--- src/rtl/nibble_serial_adder.sv ---
// nibble_serial_adder: adds two 4*NIBBLES-bit operands one nibble per clock.
// A single 4-bit adder is reused every cycle. The carry between nibbles is
// held in a register. Operands enter through a valid/ready handshake, and the
// result leaves through a second valid/ready handshake.

module nibble_serial_adder #(
  parameter int unsigned NIBBLES = 4
) (
  input  logic                   clk,
  input  logic                   rst_n,
  input  logic                   in_valid,
  output logic                   in_ready,
  input  logic [4*NIBBLES-1:0]   a,
  input  logic [4*NIBBLES-1:0]   b,
  input  logic                   cin,
  output logic                   out_valid,
  input  logic                   out_ready,
  output logic [4*NIBBLES-1:0]   sum,
  output logic                   cout,
  output logic                   busy
);

  localparam int unsigned W    = 4 * NIBBLES;
  localparam int unsigned CntW = (NIBBLES > 1) ? $clog2(NIBBLES) : 1;

  typedef enum logic [1:0] {
    StIdle = 2'd0,
    StAdd  = 2'd1,
    StDone = 2'd2
  } state_e;

  state_e          r_state;
  logic [W-1:0]    r_a;
  logic [W-1:0]    r_b;
  logic [W-1:0]    r_sum;
  logic            r_carry;
  logic            r_cout;
  logic [CntW-1:0] r_cnt;
  logic            r_in_ready;
  logic            r_out_valid;
  logic            r_busy;

  logic [4:0]      w_nib_sum;
  logic [W-1:0]    w_sum_next;
  logic            w_last;

  // The single 4-bit adder stage: low nibbles of both operands plus the
  // carry from the previous nibble.
  assign w_nib_sum = {1'b0, r_a[3:0]} + {1'b0, r_b[3:0]} + {4'b0, r_carry};

  // The final nibble is processed when the counter reaches NIBBLES-1.
  assign w_last = (r_cnt == CntW'(NIBBLES - 1));

  // The result register shifts right and takes the new nibble in at the top.
  // After NIBBLES shifts, nibble 0 has reached the bottom.
  always_comb begin
    w_sum_next            = r_sum >> 4;
    w_sum_next[W-1 -: 4]  = w_nib_sum[3:0];
  end

  // Control FSM and datapath registers. All outputs are registered.
  always_ff @(posedge clk or negedge rst_n) begin
    if (!rst_n) begin
      r_state     <= StIdle;
      r_a         <= '0;
      r_b         <= '0;
      r_sum       <= '0;
      r_carry     <= 1'b0;
      r_cout      <= 1'b0;
      r_cnt       <= '0;
      r_in_ready  <= 1'b1;
      r_out_valid <= 1'b0;
      r_busy      <= 1'b0;
    end else begin
      unique case (r_state)
        StIdle: begin
          // in_ready is high only in this state, so in_valid alone
          // completes the handshake.
          if (in_valid) begin
            r_a        <= a;
            r_b        <= b;
            r_carry    <= cin;
            r_cnt      <= '0;
            r_in_ready <= 1'b0;
            r_busy     <= 1'b1;
            r_state    <= StAdd;
          end
        end

        StAdd: begin
          r_a     <= r_a >> 4;
          r_b     <= r_b >> 4;
          r_sum   <= w_sum_next;
          r_carry <= w_nib_sum[4];
          r_cnt   <= r_cnt + CntW'(1);
          if (w_last) begin
            r_cout      <= w_nib_sum[4];
            r_out_valid <= 1'b1;
            r_state     <= StDone;
          end
        end

        StDone: begin
          // sum and cout stay frozen until the consumer takes them. They
          // remain held after that, until the next operation starts shifting.
          if (out_ready) begin
            r_out_valid <= 1'b0;
            r_in_ready  <= 1'b1;
            r_busy      <= 1'b0;
            r_state     <= StIdle;
          end
        end

        default: begin
          r_out_valid <= 1'b0;
          r_in_ready  <= 1'b1;
          r_busy      <= 1'b0;
          r_state     <= StIdle;
        end
      endcase
    end
  end

  assign in_ready  = r_in_ready;
  assign out_valid = r_out_valid;
  assign sum       = r_sum;
  assign cout      = r_cout;
  assign busy      = r_busy;

endmodule

--- config.mk ---
export PLATFORM = sky130hd
export DESIGN_NAME = nibble_serial_adder
export DESIGN_NICKNAME = d
export VERILOG_FILES = /design/src/rtl/nibble_serial_adder.sv
export SDC_FILE = /design/constraint.sdc
export NUM_CORES = 1
export LEC_CHECK = 0
export ABC_CLOCK_PERIOD_IN_PS = 2800
export BUFFER_PORTS_ARGS = -buffer_cell sky130_fd_sc_hd__buf_2
export CORE_ASPECT_RATIO = 1.4
export CORE_UTILIZATION = 55
export CTS_CLUSTER_DIAMETER = 120
export DETAILED_ROUTE_END_ITERATION = 8
export PLACE_DENSITY = 0.9
export SETUP_SLACK_MARGIN = 0.3
export SLEW_MARGIN = 20
export SYNTH_ARGS = -nofsm -noshare
export SYNTH_HDL_FRONTEND = slang
export SYNTH_SLANG_ARGS = --single-unit
--- constraint.sdc ---
create_clock -name clk -period 2.8 [get_ports clk]
set_clock_uncertainty 0.15 [all_clocks]
set_input_delay 0.28 -clock clk [delete_from_list [all_inputs] [get_ports clk]]
set_output_delay 0.28 -clock clk [all_outputs]
set_load 0.1 [all_outputs]
==> out/results.tsv <==
stage	metric	value	unit
placement	place_congestion	0.829	
grt	overflow	0	
routing	route.detailed.drc	0	
grt	grt_usage	0.254	
sta	hold-worst-slack	53.7	ps
routing	ant_nets	0	
routing	met3_length	359	um
power	p_leak	1.59	nW
synthesis	async_flop_share	1.00	
synthesis	synthesis.instances	300	
routing	routedLengthMet1	2.50	mm
synthesis	ys_seq_elements	57	
cts	clock_sinks	57	
finish	fin_cells	425	
die	dieArea	5380	um2
setup_path	crit_required	2910	ps
sta	worst_pin_slew	502	ps
synthesis	yosysUniqueCellTypes	31	
placement	dp_cells	407	
synthesis	post_synth_most_frequent_cells	56 x dfrtp_1, 53 x nand2_1, 36 x o21ai_1, 32 x a21oi_1, 31 x nor2b_1	
routing	via_per_inst	5.55	
routing	dr_total_vias	2358	
synthesis	synth_edf_count	0	
power	ir_drop	0.552	mV
sta	rsz0062_at_grt	no	
cts	clkTransAtPathRegs	60	ps
finish	area_growth	18.8	%
sta	setup-violations-final	0	
sta	hold_viol	0	
grt	grt_pass1_wl	10.4	mm
synthesis	synth_flop_cell	dfrtp_1	
die	num_io_pins	57	
cts	cts_buffer_depth	2	
cts	root_buffer	clkbuf_8	
sta	setup_tns	0	ps
finish	fill_cells	402	
sta	finalMaxSlewViolations	0	
cts	htreeDepth	3	
hold_path	hold_path.class	in -> reg	
synthesis	ys_top_cells_by_area	dfrtp_1 50%, nand2_1 7.1%, nor2b_1 6.9%	
placement	port-buffer-count	56	
placement	place_ws	846	ps
routing	wl	6.09	mm
die	coreArea	4880	um2
setup_path	cp-start-kind	flip-flop	
setup_path	path_class	reg -> reg	
sta	relSlewSlack	0.665	
sta	max_freq	505	MHz
routing	drtIter0Drc	129	
sta	min_period	1980	ps
finish	final_util	0.680	
die	start_util	0.573	
power	cellPowerDensity	1340	nW/um2
cts	cts_tree	yes	
synthesis	ys_seq_area_frac	0.511	
finish	n_antenna_cell	0	
cts	numCtsBuffers	9	
grt	grt_max_degree	47	
finish	final_nets	399	
die	die_x	62.3	um
placement	dp_hpwl	4.19	mm
die	num_rows	30	
routing	dr.max_layer_used	met4	
synthesis	synth_most_common_cell	dfrtp_1	
outcome	run_status	finished clean	
die	die_y	86.4	um
cts	clock_latency	340	ps
run	maxCapViolCount	0	
routing	wl_met2	3.03	mm
synthesis	synth_warnings	0	
sta	fin_ws	819	ps
routing	drtPass1Iterations	5	
finish	drive_gt1_frac	0.233	
setup_path	end_kind	flip-flop	
synthesis	yosysTopAreaCell	dfrtp_1	
grt	grt_pass1_vias	2278	
routing	wire_per_inst	14.3	um
synthesis	syn_avg_cell_area	9.32	um2
grt	antenna_found_initial	0	
setup_path	crit_arrival	2090	ps
synthesis	netlist.area_leader.share	0.501	
synthesis	syn_nets	343	
sta	fin_crit_sh	0.708	
synthesis	synthesis.area	2800	um2
setup_path	cp_max_fo	2	
through the flow:
step,power [mW],cell area [um2]
2_1_floorplan,3.33,2800
3_3_place_gp,3.70,3120
3_5_place_dp,3.77,3120
4_1_cts,4.46,3300
5_1_grt,4.73,3320
6_report,4.44,3320
power by group:
part | switching, mW | internal [mW] | total [mW]
registers | 0.279 | 1.17 | 1.45
clock network | 0.307 | 0.365 | 0.672
logic | 1.69 | 0.621 | 2.31
flip-flops by register name, summed over array words and instances (netlist names), 2 cells and up:
name / flops
r_a: 16
r_b: 16
sum: 16
r_cnt: 2
r_state: 2
per-layer routing:
layer	GRT usage	vias up
met1	0.308	1116
met3	0.0513	17
met4	0.154	0
met2	0.419	85
li1	-	1140
met5	0	-
critical path, cell delays in order (launching register included):
cell and delay (ps):
dfrtp_1 350, inv_1 80, fa_1 460, fa_1 420, nand2b_1 160, o2bb2ai_1 150, mux2i_1 130
kinds of logic (layout without fill, tap and decap cells):
kind of cell	count (synthesis)	after routing	synth area share
compound gates	103	103	0.215
simple gates	98	98	0.175
flops	57	57	0.511
buf+inv	32	93	0.0537
fa+ha+maj	6	6	0.0322
mux	3	3	0.0107
xor+xnor	1	1	0.00313
layout by cell type (no fill, tap or decap), types with 5 or more instances in the layout:
master	instances
nor2_1	5
dfrtp_1	56
inv_1	10
clkbuf_8	11
buf_4	9
a22oi_1	22
nor2b_1	29
buf_2	56
nand2_1	53
a21oi_1	32
o21ai_1	36
final cells by class:
class | instances | area [um2] | area share
multi-input combinational | 211 | 1220 | 0.368
clock buffer | 13 | 159 | 0.0479
tap | 64 | 80.1 | 0.0241
sequential | 57 | 1430 | 0.430
timing repair buffer | 67 | 378 | 0.114
inverter | 10 | 37.5 | 0.0113
clock inverter | 3 | 15.0 | 0.00452
path summary, 6_finish.rpt:
| path | start | endpoint | slack, ps | cells past startpoint |
|---|---|---|---|---|
| worst max register to register | r_a[0] | r_carry | 820 | 6 |
| min in group asynchronous | rst_n | r_carry | 220 | 2 |
| worst max-delay path | r_a[0] | r_carry | 820 | 6 |
| worst min-delay path | b[12] | r_b[12] | 50 | 3 |
| max in group asynchronous | rst_n | r_b[15] | 1650 | 4 |
| worst min register to register | sum[1] | sum[1] | 320 | 2 |
what timing repair did:
action | 4_1_cts | 5_1_grt
hold endpoints to repair | 43 | 0
hold buffers | 1 | 0
gates resized for setup | 0 | 0
setup buffers | 0 | 0
No activity file was read; power rests on OpenSTA's default activity.
